`src/rtl/types_pkg.sv`:
```
// Shared types and sizing constants for the reservation-station scheduler.
package types_pkg;

    localparam int RS_DEPTH  = 8;
    localparam int RS_TAG_W  = 7;
    localparam int ROB_IDX_W = 4;

    typedef struct packed {
        logic                 valid;
        logic [ROB_IDX_W-1:0] rob_index;
        logic [RS_TAG_W-1:0]  pd;
        logic [7:0]           op;
        logic [RS_TAG_W-1:0]  ps1;
        logic                 ps1_ready;
        logic [RS_TAG_W-1:0]  ps2;
        logic                 ps2_ready;
    } rs_data;

endpackage

```
`src/rtl/rs_select.sv`:
```
// Issue picker: lowest ready slot, or oldest by ROB distance from rob_head
// when RS_AGE_SELECT_EN is defined (ties go to the lowest slot).
module rs_select
    import types_pkg::*;
#(
    parameter int DEPTH = RS_DEPTH
) (
    input  logic [DEPTH-1:0]                ready,
    input  logic [DEPTH-1:0][ROB_IDX_W-1:0] rob_idx,
    input  logic [ROB_IDX_W-1:0]            rob_head,
    output logic [DEPTH-1:0]                grant,
    output logic                            valid
);

`ifdef RS_AGE_SELECT_EN
    logic [ROB_IDX_W-1:0] age;
    logic [ROB_IDX_W-1:0] best_age;

    always_comb begin
        grant    = '0;
        valid    = 1'b0;
        best_age = '1;
        age      = '0;
        for (int i = 0; i < DEPTH; i++) begin
            age = rob_idx[i] - rob_head;
            if (ready[i] && (!valid || age < best_age)) begin
                grant    = '0;
                grant[i] = 1'b1;
                valid    = 1'b1;
                best_age = age;
            end
        end
    end
`else
    logic unused_age;
    assign unused_age = ^{rob_head, rob_idx};

    always_comb begin
        grant = '0;
        valid = 1'b0;
        for (int i = 0; i < DEPTH; i++) begin
            if (ready[i] && !valid) begin
                grant[i] = 1'b1;
                valid    = 1'b1;
            end
        end
    end
`endif

endmodule

```
`src/rtl/rs_scheduler.sv`:
```
// Reservation station: dispatch, CDB wakeup, single issue port, flush.
// Selection policy is chosen in rs_select via RS_AGE_SELECT_EN.
module rs_scheduler
    import types_pkg::*;
#(
    parameter int DEPTH = RS_DEPTH
) (
    input  logic                   clk,
    input  logic                   reset,
    input  logic                   flush,
    input  logic                   disp_valid,
    input  rs_data                 disp_data,
    output logic                   disp_ready,
    input  logic                   cdb_valid,
    input  logic [RS_TAG_W-1:0]    cdb_pd,
    input  logic [ROB_IDX_W-1:0]   rob_head,
    output logic                   issue_valid,
    input  logic                   issue_ready,
    output rs_data                 issue_data,
    output logic [$clog2(DEPTH):0] count
);

    localparam int IW = $clog2(DEPTH);
    localparam int CW = IW + 1;

    rs_data q [DEPTH];

    logic [DEPTH-1:0]                rdy;
    logic [DEPTH-1:0]                grant;
    logic [DEPTH-1:0][ROB_IDX_W-1:0] rob_vec;
    logic                            sel_valid;
    logic                            hold;
    logic [IW-1:0]                   hold_idx;
    logic [IW-1:0]                   sel_idx;
    logic [IW-1:0]                   free_idx;
    logic                            disp_ok;
    logic                            fire;
    rs_data                          ins;

    always_comb begin
        rdy     = '0;
        rob_vec = '0;
        for (int i = 0; i < DEPTH; i++) begin
            rdy[i]     = q[i].valid & q[i].ps1_ready & q[i].ps2_ready;
            rob_vec[i] = q[i].rob_index;
        end
    end

    rs_select #(.DEPTH(DEPTH)) u_sel (
        .ready    (rdy),
        .rob_idx  (rob_vec),
        .rob_head (rob_head),
        .grant    (grant),
        .valid    (sel_valid)
    );

    // A stalled offer stays pinned so issue_data is stable until accepted.
    always_comb begin
        sel_idx = '0;
        if (hold) begin
            sel_idx = hold_idx;
        end else begin
            for (int i = 0; i < DEPTH; i++)
                if (grant[i]) sel_idx = IW'(i);
        end
    end

    assign issue_valid = (hold | sel_valid) & !flush;
    assign issue_data  = q[sel_idx];
    assign fire        = issue_valid & issue_ready;
    assign disp_ready  = count < CW'(DEPTH);
    assign disp_ok     = disp_valid & disp_ready & !flush;

    always_comb begin
        free_idx = '0;
        for (int i = DEPTH - 1; i >= 0; i--)
            if (!q[i].valid) free_idx = IW'(i);
    end

    // Same-cycle CDB bypass and the hardwired-ready tag 0.
    always_comb begin
        ins           = disp_data;
        ins.valid     = 1'b1;
        ins.ps1_ready = disp_data.ps1_ready
                      | (cdb_valid && cdb_pd == disp_data.ps1)
                      | (disp_data.ps1 == '0);
        ins.ps2_ready = disp_data.ps2_ready
                      | (cdb_valid && cdb_pd == disp_data.ps2)
                      | (disp_data.ps2 == '0);
    end

    always_ff @(posedge clk or posedge reset) begin
        if (reset) begin
            for (int i = 0; i < DEPTH; i++) q[i] <= '0;
            count    <= '0;
            hold     <= 1'b0;
            hold_idx <= '0;
        end else if (flush) begin
            for (int i = 0; i < DEPTH; i++) q[i].valid <= 1'b0;
            count <= '0;
            hold  <= 1'b0;
        end else begin
            for (int i = 0; i < DEPTH; i++) begin
                if (q[i].valid && cdb_valid) begin
                    if (q[i].ps1 == cdb_pd) q[i].ps1_ready <= 1'b1;
                    if (q[i].ps2 == cdb_pd) q[i].ps2_ready <= 1'b1;
                end
            end
            if (fire) q[sel_idx].valid <= 1'b0;
            if (disp_ok) q[free_idx] <= ins;
            hold     <= issue_valid & !issue_ready;
            hold_idx <= sel_idx;
            case ({disp_ok, fire})
                2'b10:   count <= count + CW'(1);
                2'b01:   count <= count - CW'(1);
                default: count <= count;
            endcase
        end
    end

endmodule

```
`config.mk`:
```
export PLATFORM = sky130hd
export DESIGN_NAME = rs_scheduler
export DESIGN_NICKNAME = d
export VERILOG_FILES = /design/src/rtl/types_pkg.sv /design/src/rtl/rs_select.sv /design/src/rtl/rs_scheduler.sv
export SDC_FILE = /design/constraint.sdc
export NUM_CORES = 1
export LEC_CHECK = 0
export ABC_CLOCK_PERIOD_IN_PS = 25100
export BUFFER_PORTS_ARGS = -buffer_cell sky130_fd_sc_hd__buf_4
export CORE_ASPECT_RATIO = 0.7
export CORE_UTILIZATION = 42
export DETAILED_ROUTE_END_ITERATION = 16
export SYNTH_ARGS = -nofsm -noshare
export SYNTH_HDL_FRONTEND = slang
export SYNTH_SLANG_ARGS = --single-unit
```
`constraint.sdc`:
```
create_clock -name clk -period 25.1 [get_ports clk]
set_input_delay 5.02 -clock clk [delete_from_list [all_inputs] [get_ports clk]]
set_output_delay 5.02 -clock clk [all_outputs]
set_load 0.005 [all_outputs]
```
## Word-level counts from Yosys, hierarchy flattened

Cells that the tools add are included.

| storage, ports and cells | value |
|---|---|
| bits in writable memories | 0 |
| memory bits (read-only) | 0 |
| output and inout bits | 42 |
| register bits after elaboration | 296 |
| bits in latches | 0 |
| logic and storage cells | 255 |
| input port bits | 53 |
| memories | 0 |

| cells by class | value |
|---|---|
| shift operators | 0 |
| multiplexer cells | 102 |
| $mul | 0 |
| bitwise operators | 28 |
| magnitude comparators | 5 |
| reduce and logical (&&, ||, !) cells | 31 |
| $add $sub $neg | 2 |
| div/mod/pow operators | 0 |
| eq/ne operators | 20 |

Operators by type and width:

| kind | count |
|---|---|
| 288-bit 2-to-1 mux | 3 |
| 288-bit bitwise mux | 2 |
| 36-bit demux with 3-bit select | 2 |
| 36-bit 2-to-1 mux | 4 |
| 7-bit equality test | 18 |
| 36-bit binary-select mux with 3-bit select | 1 |
| 1-bit 2-to-1 mux | 73 |
| 3-bit 2-to-1 mux | 15 |
| 1-bit AND | 21 |
| 1-bit logical AND | 19 |
| 7-bit zero test | 2 |
| 1-bit zero test | 9 |
| 4-bit greater-or-equal comparator, second input constant | 2 |
| 4-bit by 1-bit < comparator with 1-bit output, second input constant | 2 |
| 3-bit inverter with 4-bit output | 2 |
| 4-bit one-hot mux with 2 select lines | 1 |
| 1-bit bitwise OR | 5 |
| 4-bit by 1-bit adder with 4-bit output, second input constant | 1 |
| 4-bit < comparator, second input constant | 1 |
| 4-bit 2-to-1 mux | 1 |
| 4-bit by 1-bit subtractor with 4-bit output, second input constant | 1 |
| 3-bit nonzero test | 1 |
| 2-bit by 1-bit equality test with 1-bit output, second input constant | 1 |
| 2-bit equality test, second input constant | 1 |

## Longest topological paths before layout

Gate-level depths: netlist of run 1.

| logic depth | value |
|---|---|
| depth after elaboration | 37 |
| mapped depth | 12 |
| depth with buffers taken out | 11 |

## Cells and area by module

From an unflattened synthesis of run 1, not the netlist that was laid out.

| unflattened totals | value |
|---|---|
| cell total of the unflattened synthesis | 1672 |
| area total of the unflattened synthesis | 16082.9 um2 |

Modules (own cells, without submodules):

| module | cells an instance | seq. area each (um2) | area an instance (um2) | times used |
|---|---|---|---|---|
| rs_scheduler | 1660 | 7407.1 | 15986.6 | 1 |
| rs_select | 12 | 0.0 | 96.3 | 1 |

## Least setup slack after synthesis of run 1

No wires, ideal clock.

| path | value |
|---|---|
| kind | input to output |
| start point | input flush |
| end point | output issue_valid |
| data arrival time | 5.282 ns |
| stages on the path | 1 |
| path buffers | 0 |
| required time | 20.080 ns |
| slack | 14.798 ns |
| path through | a41oi_1 |

| between the ends | value |
|---|---|
| word-level cells in the longest chain between the ends | 2 |

RTL lines:

| element | RTL line | text |
|---|---|---|
| from (decl) | rs_scheduler.sv:10 | `input logic flush,` |
| 1-bit zero test | rs_scheduler.sv:68 | `assign issue_valid = (hold \| sel_valid) & !flush;` |
| 1-bit AND | rs_scheduler.sv:68 |  |
| to (decl) | rs_scheduler.sv:17 | `output logic issue_valid,` |

Every way passes these cells.

## Final worst setup path of run 1

Same ends and word-level chain as after synthesis.

==> results of run 1 <==
-- synth_stat cells, types with 2 or more instances --
cell type  count  area (um^2)
nand2b_1       2         12.5
nand3_2       21          210
xnor2_1       14          123
nor2_1        15         56.3
and2_1         5         31.3
buf_2         21          105
o211ai_1       2         15.0
mux2i_1        7         70.1
dfrtp_1      296         7410
buf_6          7         78.8
nor4_1        36          225
a21oi_1      171          856
nand4_1        7         43.8
buf_4          2         15.0
ha_1           2         25.0
o21ai_1        5         25.0
xor2_1       114          998
and3_1         4         25.0
nor3b_1        2         15.0
nand3_1      128          641
a2bb2oi_1      8         70.1
nor3_1         7         35.0
clkbuf_1     110          413
mux2_2       103         1160
o21ai_0      145          726
a21o_1         3         22.5
nor2b_1        3         18.8
a211oi_1       3         22.5
buf_1         13         48.8
nand2_1      533         2000
o22a_1         4         35.0
nand2_2        2         12.5
or4_1         34          255
inv_1          7         26.3
o2111a_1       2         22.5
o31ai_1        3         22.5
-- how the worst max path moves through the flow --
stage / startpoint / slack (ns) / to
final: flush / 14.15 / issue_valid
after global routing: flush / 14.11 / issue_valid
after CTS: flush / 14.17 / issue_valid
after detailed placement: flush / 14.17 / issue_valid
after global placement: flush / 14.17 / issue_valid
after floorplan: reset / 11.90 / count[0]
-- layout make-up --
type                            count  area [um^2]  area share (%)
Sequential cell                   296         7410            41.3
Clock buffer                       47          936            5.22
Inverter                            7         33.8           0.189
Timing Repair Buffer              110          826            4.61
Multi-Input combinational cell   1402         8020            44.8
Clock inverter                      9         78.8           0.440
Tap cell                          488          611            3.41
-- kinds of logic (layout without fill, tap and decap cells) --
kind of cell,count (synthesis),in the layout,synth area share (%)
compound gates,358,358,12.1
xor+xnor,128,128,6.99
fa+ha+maj,2,2,0.156
buf+inv,160,173,4.28
flops,296,296,46.2
mux,110,110,7.67
simple gates,804,804,22.6
-- sequential cells by signal, summed over array words and instances, names as in the netlist --
register	count
hold_idx	3
q	288
hold	1
count	4
-- through the flow --
step	power [W]	hold WS [ns]	setup slack [ns]
3_3_place_gp	0.000678	0.452	14.17
5_1_grt	0.00119	0.480	14.11
6_report	0.00114	0.470	14.15
3_5_place_dp	0.000681	0.456	14.17
2_1_floorplan	0.000622	0.439	11.90
4_1_cts	0.00115	0.472	14.17
-- metal layers --
layer	part of all wire [%]	wire length [um]
met5	0	0
met4	2.1	1090
met3	9.1	4830
met2	43	22900
met1	46	24100
-- worst max-delay path: stages --
cell	delay (ns)
buf_4	0.23
a41oi_1	0.45
buf_4	0.20
-- power by group --
group	internal, W	leakage (nW)	switching, W
logic	0.0000627	4.00	0.0000777
registers	0.000509	4.01	0.0000242
clock network	0.000266	0.500	0.000200
==> impl_metrics.py, run 1 <==
metrics = {
    "routing": {
        "ant_nets": 0,
        "dr.pass1.iters": 5,
        "routedWlPerCell_um": 22.4,
        "wl_mm": 52.9,
        "vias": 13900,
        "first_iter_violations": 1523,
        "vias_per_cell": 5.89,
        "drcViolationCount": 0,
    },
    "clock_tree": {
        "postCtsSetupRepairBufs": 0,
        "clock_latency_ns": 0.59,
        "clock_path_buffers": 3,
        "clock-sinks": 296,
        "path_clk_slew_ns": 0.06,
        "cts_resized": 0,
        "tritoncts": "yes",
        "cts_htree_levels": 1,
        "cts-root-buf": "clkbuf_16",
        "ctsHoldBuffers": 0,
        "cts_buffers": 31,
    },
    "worst_setup_path": {
        "rrSetupSlack_ns": 21.54,
        "cp-start-kind": "input port",
        "arrival_ns": 5.93,
        "timing.rr.end": "q[107]",
        "worstSetupPathType": "in2out",
        "crit_fanout": 33,
        "reg2reg_depth": 7,
        "cp-end-kind": "primary output",
        "timing.rr.start": "q[215]",
        "worstPathRequired_ns": 20.08,
    },
    "timing": {
        "finalSetupTns_ns": 0,
        "maxSlewViolCount": 0,
        "fin_skew_ns": 0.0219,
        "tightest_slew_ns": 1.23,
        "period_minus_slack_ns": 10.95,
        "max_freq_ghz": 0.0914,
        "finalSetupViolCount": 0,
        "relSlewSlack_pct": 17.9,
        "hold_violations": 0,
        "timing.final.crit_share_pct": 43.6,
        "rsz0062_at_grt": "false",
    },
    "floorplanning": {
        "rows": 59,
        "pin_count": 95,
        "die_area_mm2": 0.0390,
        "fp.dieH_um": 165,
        "core_mm2": 0.0374,
        "die_w_um": 236,
        "start_util_pct": 42.9,
    },
    "grt": {
        "grtUsageMet2_pct": 41.3,
        "first_global_vias": 13300,
        "use_met1_pct": 39.8,
        "antenna_found_initial": 0,
        "busiest_layer": "met2",
        "grt_max_degree": 99,
        "met3_usage_pct": 4.79,
        "grt_use_total_pct": 27.0,
        "grt_pass1_wl_mm": 81.3,
        "grt-ovfl-total": 0,
    },
    "layout": {
        "antenna_cells": 0,
        "layoutNonFillerInstCount": 2359,
        "area_growth_pct": 11.7,
        "fin_area_mm2": 0.0179,
        "layout_common_cells": "nand2_1, dfrtp_1, a21oi_1",
        "drive_above_1_share_pct": 16.3,
        "final_net_count": 1903,
        "post-route-util_pct": 48.0,
        "final_common_cell": "nand2_1",
        "fillers": 3642,
    },
    "synthesis": {
        "synthesis.nets": 1913,
        "ys.warnings.count": 0,
        "syn_area_per_cell_um2": 8.63,
        "synth_cells": 1858,
        "synth_cell_type_count": 53,
        "syn_area_mm2": 0.0160,
        "synth_edf_count": 0,
        "synthArstFlopShare_pct": 100,
        "synth-main-ff-cell": "dfrtp_1",
        "ys_seq_area_share_pct": 46.2,
        "yosys_register_bits": 296,
    },
    "place": {
        "place_hpwl_mm": 30.4,
        "place_area_mm2": 0.0169,
        "port_buffers": 89,
        "placed_cells": 2303,
        "gp_congestion": 0.894,
    },
    "min_path": {
        "hold_path.class": "reg2reg",
        "whs_path_depth": 2,
        "min_to": "q[164]",
        "hp-start": "q[164]",
    },
    "power_and_ir_drop": {
        "irDropWorstVdd_uv": 54.3,
        "power.density_mw_per_mm2": 63.6,
        "power_leakage_nw": 8.51,
    },
    "run": {
        "cap_violations": 0,
    },
    "run_status": {
        "outcome": "completed",
    },
}
Note: power is estimated with default switching activity, not from simulation.
==> run 2, diff against run 1 <==
--- a/config.mk
+++ b/config.mk
@@ -5,7 +5,7 @@
 export SDC_FILE = /design/constraint.sdc
 export NUM_CORES = 1
 export LEC_CHECK = 0
-export ABC_CLOCK_PERIOD_IN_PS = 25100
+export ABC_CLOCK_PERIOD_IN_PS = 11000
 export BUFFER_PORTS_ARGS = -buffer_cell sky130_fd_sc_hd__buf_4
 export CORE_ASPECT_RATIO = 0.7
 export CORE_UTILIZATION = 42
==> constraint.sdc (replaced) <==
create_clock -name clk -period 11 [get_ports clk]
set_input_delay 2.2 -clock clk [delete_from_list [all_inputs] [get_ports clk]]
set_output_delay 2.2 -clock clk [all_outputs]
set_load 0.005 [all_outputs]
==> run 2 against run 1 <==
Effect of this change:
- total power rose by 130%
- final cell count is 0.21% higher
- utilization up 0.19 points
- wire length is 0.63% higher
- cell area increased by 0.41%
- critical path depth is 6 higher
- non-clock buffer count fell by 1
==> impl_metrics.py, run 2 (same netlist as run 1, synthesis figures left out) <==
metrics = {
    "routing": {
        "drcViolationCount": 0,
        "vias_per_cell": 5.91,
        "first_iter_violations": 1429,
        "dr.pass1.iters": 7,
        "ant_nets": 0,
        "routedWlPerCell_um": 22.5,
        "vias": 14000,
        "wl_mm": 53.2,
    },
    "power_and_ir_drop": {
        "power.total_w": 0.00267,
        "irDropWorstVdd_uv": 91.2,
        "power_leakage_nw": 8.55,
        "power.density_mw_per_mm2": 149,
    },
    "layout": {
        "layout_common_cells": "nand2_1, dfrtp_1, a21oi_1",
        "antenna_cells": 0,
        "largest_register_ffs": 288,
        "register_area_mm2": 0.00741,
        "post-route-util_pct": 48.2,
        "area_growth_pct": 12.2,
        "multiInputGateArea_mm2": 0.00802,
        "fillers": 3594,
        "drive_above_1_share_pct": 16.3,
        "final_net_count": 1905,
        "max_flop_register": "q",
        "final_common_cell": "nand2_1",
        "reg_top3": "q x288, count x4, hold_idx x3",
    },
    "clock_tree": {
        "cts_buffers": 34,
        "ctsHoldBuffers": 0,
        "clock-sinks": 296,
        "cts-root-buf": "clkbuf_16",
        "cts_resized": 0,
        "cts_htree_levels": 2,
        "postCtsSetupRepairBufs": 0,
        "clock_path_buffers": 3,
        "tritoncts": "yes",
        "clock_latency_ns": 0.54,
        "path_clk_slew_ns": 0.06,
    },
    "floorplanning": {
        "rows": 59,
        "die_w_um": 236,
        "die_area_mm2": 0.0390,
        "pin_count": 95,
        "core_mm2": 0.0374,
        "start_util_pct": 42.9,
        "fp.dieH_um": 165,
    },
    "timing": {
        "max_freq_ghz": 0.152,
        "period_minus_slack_ns": 6.57,
        "maxSlewViolCount": 0,
        "fin_skew_ns": 0.0246,
        "hold_ws_ns": 0.471,
        "hold_violations": 0,
        "rsz0062_at_grt": "false",
        "timing.final.crit_share_pct": 59.7,
        "finalSetupTns_ns": 0,
        "relSlewSlack_pct": 13.6,
        "finalSetupViolCount": 0,
        "tightest_slew_ns": 1.29,
    },
    "place": {
        "place_hpwl_mm": 30.3,
        "gp_congestion": 0.866,
        "port_buffers": 89,
    },
    "worst_setup_path": {
        "crit_fanout": 78,
        "cp-end-kind": "primary output",
        "arrival_ns": 4.37,
        "cp-start-kind": "register",
        "worstPathRequired_ns": 8.80,
        "worstSetupPathType": "reg2out",
        "crit_slowest_cell": "buf_4",
        "cpPeakStageDelay_ns": 0.90,
        "cp_top_family": "compound AO/OA/AOI/OAI gates",
        "crit_chain": "nand3_1, nor2b_1, o211ai_1, a221o_4, buf_4, nand3_1, a21oi_1, or4_1, buf_4",
        "path_buf_inv": 2,
    },
    "min_path": {
        "hold_path.class": "reg2reg",
    },
    "run": {
        "cap_violations": 0,
    },
    "run_status": {
        "outcome": "completed",
    },
    "grt": {
        "antenna_found_initial": 0,
        "grt_use_total_pct": 27.4,
        "grt_pass1_wl_mm": 82.3,
        "first_global_vias": 13500,
        "grt_max_degree": 89,
        "grt-ovfl-total": 0,
    },
}
run 2: final cells by class:
type                            instances  area share, %
Inverter                                7          0.188
Clock buffer                           53           5.57
Clock inverter                          9          0.515
Multi-Input combinational cell       1402           44.6
Timing Repair Buffer                  109           4.55
Sequential cell                       296           41.2
Tap cell                              488           3.39
run 2: path summary, 6_finish.rpt:
path                              from              to  slack, ns  depth (start not counted)
worst max-delay path            q[143]  issue_data[11]       4.43                          9
worst min-delay path            q[166]          q[166]       0.47                          2
worst max register to register  q[215]          q[107]       7.49                          7
worst min register to register  q[166]          q[166]       0.47                          2
max in group asynchronous        reset          q[286]       7.81                          3
min in group asynchronous        reset          q[154]       1.73                          2
run 2: layer usage:
metal  track usage, %  vias up  wire length [um]
met5                0        -                 0
met4             6.89        0              1120
met3             5.55       92              4540
met2             40.7      614             23100
met1             40.7     6963             24400
li1                 -     6305                 -
run 2: metrics by stage:
stage / instance area (um^2) / worst slack (ns) / cells
3_5_place_dp: 16900 / 5.04 / 2302
2_1_floorplan: 16000 / 0.624 / 1858
3_3_place_gp: 16900 / 5.09 / 2302
5_1_grt: 18000 / 4.26 / 2364
4_1_cts: 18000 / 4.46 / 2364
6_report: 18000 / 4.43 / 2364
run 2: report_power, final:
group          switching (W)  leakage [nW]  internal [W]  total [W]
Clock               0.000480         0.540      0.000655    0.00113
Sequential         0.0000552          4.01       0.00116    0.00122
Combinational       0.000178          4.00      0.000143   0.000321
Total               0.000713          8.55       0.00196    0.00267
run 2: worst reg2reg max path, cell delays in order, from the launching register on:
cell and delay, ns:
dfrtp_1 0.51, and3_4 0.27, a31oi_4 0.20, nand2_1 0.12, o31ai_2 0.67, nand2_2 0.93, o31ai_1 0.52, a21oi_1 0.11
